$ cat src/rtl/compare_unit_seq_pkg.sv
// Shared encodings for the sequential compare/select unit: op codes (same as the
// ALU decoder), FSM states, and a helper that classifies signed ops.
package compare_unit_seq_pkg;

  localparam logic [2:0] OP_SLT  = 3'b000;
  localparam logic [2:0] OP_SLTU = 3'b001;
  localparam logic [2:0] OP_SEQ  = 3'b010;
  localparam logic [2:0] OP_SNE  = 3'b011;
  localparam logic [2:0] OP_SGE  = 3'b100;
  localparam logic [2:0] OP_SGEU = 3'b101;
  localparam logic [2:0] OP_MINS = 3'b110;
  localparam logic [2:0] OP_MAXS = 3'b111;

  typedef enum logic [1:0] {
    ST_IDLE = 2'd0,
    ST_SCAN = 2'd1,
    ST_DONE = 2'd2
  } cmp_state_e;

  function automatic logic is_signed_op(input logic [2:0] op);
    return (op == OP_SLT) || (op == OP_SGE) || (op == OP_MINS) || (op == OP_MAXS);
  endfunction

endpackage

$ cat src/rtl/compare_unit_seq_chunk.sv
// Combinational unsigned compare of one CHUNK-wide slice of the operands.
module compare_unit_seq_chunk #(
  parameter int CHUNK = 8
) (
  input  logic [CHUNK-1:0] ca,
  input  logic [CHUNK-1:0] cb,
  output logic             lt,
  output logic             eq
);

  assign lt = (ca < cb);
  assign eq = (ca == cb);

endmodule

$ cat src/rtl/compare_unit_seq.sv
// Multi-cycle compare/select unit: scans operands MSB-first, CHUNK bits per cycle,
// with valid/ready handshakes on both sides and registered outputs.
//
//  state   | meaning
//  --------+-------------------------------------------------------------
//  ST_IDLE | waiting for in_valid; in_ready high
//  ST_SCAN | comparing chunk idx, idx counting down from NCH-1 to 0
//  ST_DONE | result held with out_valid high until out_ready
module compare_unit_seq
  import compare_unit_seq_pkg::*;
#(
  parameter int WIDTH      = 32,
  parameter int CHUNK      = 8,
  parameter bit EARLY_EXIT = 1'b1
) (
  input  logic             clk,
  input  logic             rst_n,
  input  logic             in_valid,
  output logic             in_ready,
  input  logic [2:0]       op,
  input  logic [WIDTH-1:0] a,
  input  logic [WIDTH-1:0] b,
  output logic             out_valid,
  input  logic             out_ready,
  output logic [WIDTH-1:0] result,
  output logic             busy
);

  localparam int NCH   = WIDTH / CHUNK;
  localparam int IDX_W = (NCH > 1) ? $clog2(NCH) : 1;

  generate
    if ((WIDTH % CHUNK) != 0) begin : g_bad_width
      $error("compare_unit_seq: WIDTH must be a multiple of CHUNK");
    end
  endgenerate

  cmp_state_e state, state_nxt;

  logic [IDX_W-1:0] idx;
  logic [2:0]       op_r;
  logic [WIDTH-1:0] a_r, b_r;
  logic [WIDTH-1:0] ca_r, cb_r;
  logic             lt_r, eq_r;
  logic             sgn_in;

  logic [CHUNK-1:0] ca_sel, cb_sel;
  logic             chunk_lt, chunk_eq;
  logic             first_diff, scan_last;
  logic             lt_fin, eq_fin;
  logic [WIDTH-1:0] res_nxt;

  assign ca_sel = ca_r[idx*CHUNK +: CHUNK];
  assign cb_sel = cb_r[idx*CHUNK +: CHUNK];

  compare_unit_seq_chunk #(.CHUNK(CHUNK)) u_chunk (
    .ca (ca_sel),
    .cb (cb_sel),
    .lt (chunk_lt),
    .eq (chunk_eq)
  );

  // eq_r stays 1 until the first differing chunk; only that chunk sets the order.
  assign first_diff = eq_r & ~chunk_eq;
  assign lt_fin     = first_diff ? chunk_lt : lt_r;
  assign eq_fin     = eq_r & chunk_eq;
  assign scan_last  = (EARLY_EXIT && !chunk_eq) || (idx == '0);
  assign sgn_in     = is_signed_op(op);

  always_comb begin
    res_nxt = '0;
    case (op_r)
      OP_SLT, OP_SLTU: res_nxt[0] = lt_fin;
      OP_SGE, OP_SGEU: res_nxt[0] = ~lt_fin;
      OP_SEQ:          res_nxt[0] = eq_fin;
      OP_SNE:          res_nxt[0] = ~eq_fin;
      OP_MINS:         res_nxt    = lt_fin ? a_r : b_r;
      OP_MAXS:         res_nxt    = lt_fin ? b_r : a_r;
      default:         res_nxt    = '0;
    endcase
  end

  always_comb begin
    state_nxt = state;
    case (state)
      ST_IDLE: if (in_valid)  state_nxt = ST_SCAN;
      ST_SCAN: if (scan_last) state_nxt = ST_DONE;
      ST_DONE: if (out_ready) state_nxt = ST_IDLE;
      default:                state_nxt = ST_IDLE;
    endcase
  end

  always_ff @(posedge clk or negedge rst_n) begin
    if (!rst_n) begin
      state <= ST_IDLE;
    end else begin
      state <= state_nxt;
    end
  end

  always_ff @(posedge clk or negedge rst_n) begin
    if (!rst_n) begin
      idx    <= '0;
      op_r   <= '0;
      a_r    <= '0;
      b_r    <= '0;
      ca_r   <= '0;
      cb_r   <= '0;
      lt_r   <= 1'b0;
      eq_r   <= 1'b0;
      result <= '0;
    end else begin
      case (state)
        ST_IDLE: begin
          if (in_valid) begin
            op_r <= op;
            a_r  <= a;
            b_r  <= b;
            // Flipping both MSBs turns two's-complement order into unsigned order.
            ca_r <= {a[WIDTH-1] ^ sgn_in, a[WIDTH-2:0]};
            cb_r <= {b[WIDTH-1] ^ sgn_in, b[WIDTH-2:0]};
            idx  <= IDX_W'(NCH - 1);
            lt_r <= 1'b0;
            eq_r <= 1'b1;
          end
        end
        ST_SCAN: begin
          lt_r <= lt_fin;
          eq_r <= eq_fin;
          if (idx != '0) idx <= idx - 1'b1;
          if (scan_last) result <= res_nxt;
        end
        default: ;
      endcase
    end
  end

  assign in_ready  = (state == ST_IDLE);
  assign out_valid = (state == ST_DONE);
  assign busy      = (state != ST_IDLE);

endmodule

$ cat config.mk
export PLATFORM = sky130hd
export DESIGN_NAME = compare_unit_seq
export DESIGN_NICKNAME = d
export VERILOG_FILES = /design/src/rtl/compare_unit_seq_pkg.sv /design/src/rtl/compare_unit_seq_chunk.sv /design/src/rtl/compare_unit_seq.sv
export SDC_FILE = /design/constraint.sdc
export NUM_CORES = 1
export LEC_CHECK = 0
export CORE_MARGIN = 1.5
export CORE_UTILIZATION = 46
export CTS_CLUSTER_DIAMETER = 120
export DETAILED_ROUTE_END_ITERATION = 12
export GPL_TIMING_DRIVEN = 0
export MAX_ROUTING_LAYER = met4
export PLACE_DENSITY_LB_ADDON = 0.2
export SKIP_LAST_GASP = 1
export SYNTH_ARGS = -nofsm -noshare
export SYNTH_HDL_FRONTEND = slang
export SYNTH_SLANG_ARGS = --single-unit
$ cat constraint.sdc
create_clock -name clk -period 3.4 [get_ports clk]
set_clock_uncertainty 0.2 [all_clocks]
set_input_delay 0.51 -clock clk [delete_from_list [all_inputs] [get_ports clk]]
set_output_delay 0.51 -clock clk [all_outputs]
set_load 0.05 [all_outputs]
==> results.yml <==
clock_tree:
  clock_path_buffers: 2
  cts-buffers-inserted: 9
  clock_latency_ps: 390
  root_buffer: "clkbuf_8"
  htree_levels: 3
  tritoncts: "built"
  clock_sinks: 107
  clk_pin_slew_worst_paths_ps: 100
setup_path:
  required_ps: 3470
  ff2ff_setup_slack_ps: -110
  end_kind: "register"
  cp_data_arrival_time_ps: 3580
  path_max_fanout: 8
  critPathLaunchType: "register"
  worstSetupPathType: "reg2reg"
timing:
  rsz0062_at_grt: "yes"
  report.final.slew_viol_count: 0
  fin_hold_ws_ps: 325
  fin_ws_ps: -107
  setup_violations: 30
  post-route-period-util: 1.03
  fmax_ghz: 0.285
  fin_setup_tns_ps: -2480
  slew_headroom: 0.565
  final_hold_viol_count: 0
  min_period_ps: 3510
  tightest_slew_ps: 652
floorplanning:
  die_area_mm2: 0.0116
  initial_utilization: 0.468
  pin_count: 106
  core_region_area_mm2: 0.0108
  die_y_um: 108
  fp-row-count: 38
  die_w_um: 108
detailed_routing:
  routed-wl-met3_mm: 1.06
  final_antenna_net_count: 0
  wirelength_mm: 14.1
  drt-initial-drc-count: 206
  vias: 3743
  vias_per_cell: 5.78
  wl_met1_mm: 5.78
  drc: 0
  dr_wl_met2_mm: 6.96
  dr.pass1.iters: 4
  wl_per_cell_um: 21.8
  top_layer: "met4"
final_layout:
  layout_common_cells: "dfrtp_1 (107), clkdlybuf4s50_1 (104), mux2_2 (67)"
  final_area_mm2: 0.00688
  areaGrowthSynthToFinish_pct: 36.2
  mostFrequentLayoutCell: "dfrtp_1"
  drive_gt1_frac: 0.299
  final_nets: 584
  fin_util: 0.637
  n_antenna_cell: 0
global_routing:
  grt_pass1_vias: 3882
  grt_max_degree: 61
  overflow: 0
  track_usage: 0.268
  grt_pass1_wl_mm: 21.8
  grt_antenna_before_repair: 0
logic_synthesis:
  synth_nets: 454
  ys_seq_area_frac: 0.530
  syn_area_mm2: 0.00505
  ys_ff_latch: 107
  async_reset_ff_frac: 1.00
  syn_inst: 374
  avgSynthCellArea_um2: 13.5
  synth_ff_type: "dfrtp_1"
  ys_warn_count: 0
  synth-edff-count: 0
  yosys.cell_types.count: 36
power:
  p_leak_nw: 2.90
  switching_power_mw: 2.68
  power_frac_comb: 0.538
  p_seq_frac: 0.326
  power_frac_clock: 0.136
  power_density_mw_per_mm2: 998
  internal_power_mw: 4.19
  swShare: 0.390
  power_mw: 6.86
  ir_drop_mv: 0.411
outcome:
  status: "complete, but fails checks"
  violations: "negative setup slack"
place:
  port_buffers: 105
  place_hpwl_mm: 9.21
  placed_cell_area_mm2: 0.00631
  gp_congestion: 0.916
min_path:
  hold_class: "reg2reg"
job:
  drv_cap: 0
logic make-up (layout without fill, tap and decap cells):
kind of cell    after synthesis  count (layout)  share of synthesized area
buf+inv                      40             174                     0.0384
mux                          89              89                      0.233
xor+xnor                      3               3                    0.00521
compound gates               56              56                     0.0979
fa+ha+maj                     9               9                     0.0223
simple gates                 70              70                     0.0731
flops                       107             107                      0.530
cells in the mapped netlist, types with 3 or more instances:
library cell	instances	area, µm²
clkbuf_1	10	37.5
dfrtp_1	107	2680
buf_6	3	33.8
nand2_1	12	45.0
o21ai_0	7	35.0
nor2_1	16	60.1
ha_1	9	113
mux2_2	67	754
a221o_1	30	300
a21oi_1	8	40.0
mux4_2	16	360
buf_2	7	35.0
mux2i_1	6	60.1
nand2b_1	3	18.8
buf_4	3	22.5
inv_1	16	60.1
and2_1	31	194
flip-flops by register name (all words and copies together) (netlist names):
register / cells
idx: 2
cb_r: 1
ca_r: 1
eq_r: 1
state: 2
result: 32
b_r: 32
lt_r: 1
a_r: 32
op_r: 3
worst max-delay path, stage by stage, from the launching register on:
cell	delay, ps
dfrtp_1	400
clkbuf_16	190
buf_12	120
mux4_2	500
inv_2	90
ha_4	200
nand4_1	180
nor2_2	90
or3_4	420
o221a_4	250
mux2i_4	250
buf_8	180
a221o_1	330
final timing paths:
kind	start	endpoint	cells past startpoint
hold reg to reg	state[1]	state[0]	1
setup reg to reg	idx[0]	result[21]	12
setup / recovery	idx[0]	result[21]	12
max in group asynchronous	rst_n	b_r[18]	3
min in group asynchronous	rst_n	result[12]	2
hold / removal	state[1]	state[0]	1
layer usage:
metal,global-route usage,up-vias
li1,-,1635
met2,0.430,170
met3,0.0569,32
met1,0.336,1906
met4,0.0987,0
met5,-,-
power groups by stage:
stage	Clock (mW)	Combinational (mW)	Sequential, mW
floorplan	0	2.05	2.32
global placement	0	2.98	2.22
detailed placement	0	3.05	2.25
CTS	0.932	3.61	2.23
finish	0.930	3.69	2.24
global route	0.985	3.95	2.31
layout make-up:
type	count	area (µm²)
Buffer	23	200
Clock buffer	10	128
Clock inverter	5	103
Fill cell	823	3920
Inverter	16	60.1
Multi-Input combinational cell	227	2310
Sequential cell	107	2680
Tap cell	140	175
Timing Repair Buffer	120	1220
stage by stage:
stage,setup slack (ps),instances
floorplan,8.31,374
global placement,-2500,619
detailed placement,-526,620
CTS,-37.7,646
global route,-180,648
finish,-107,648
timing repair:
action,4_1_cts,5_1_grt
endpoints found under the hold margin,47,0
resized for setup,41,4
cloned,3,0
pin swaps,37,1
buffers inserted,8,2
hold buffers,1,0
endpoints found under the setup margin,33,30
(Power assumes the default switching activity.)
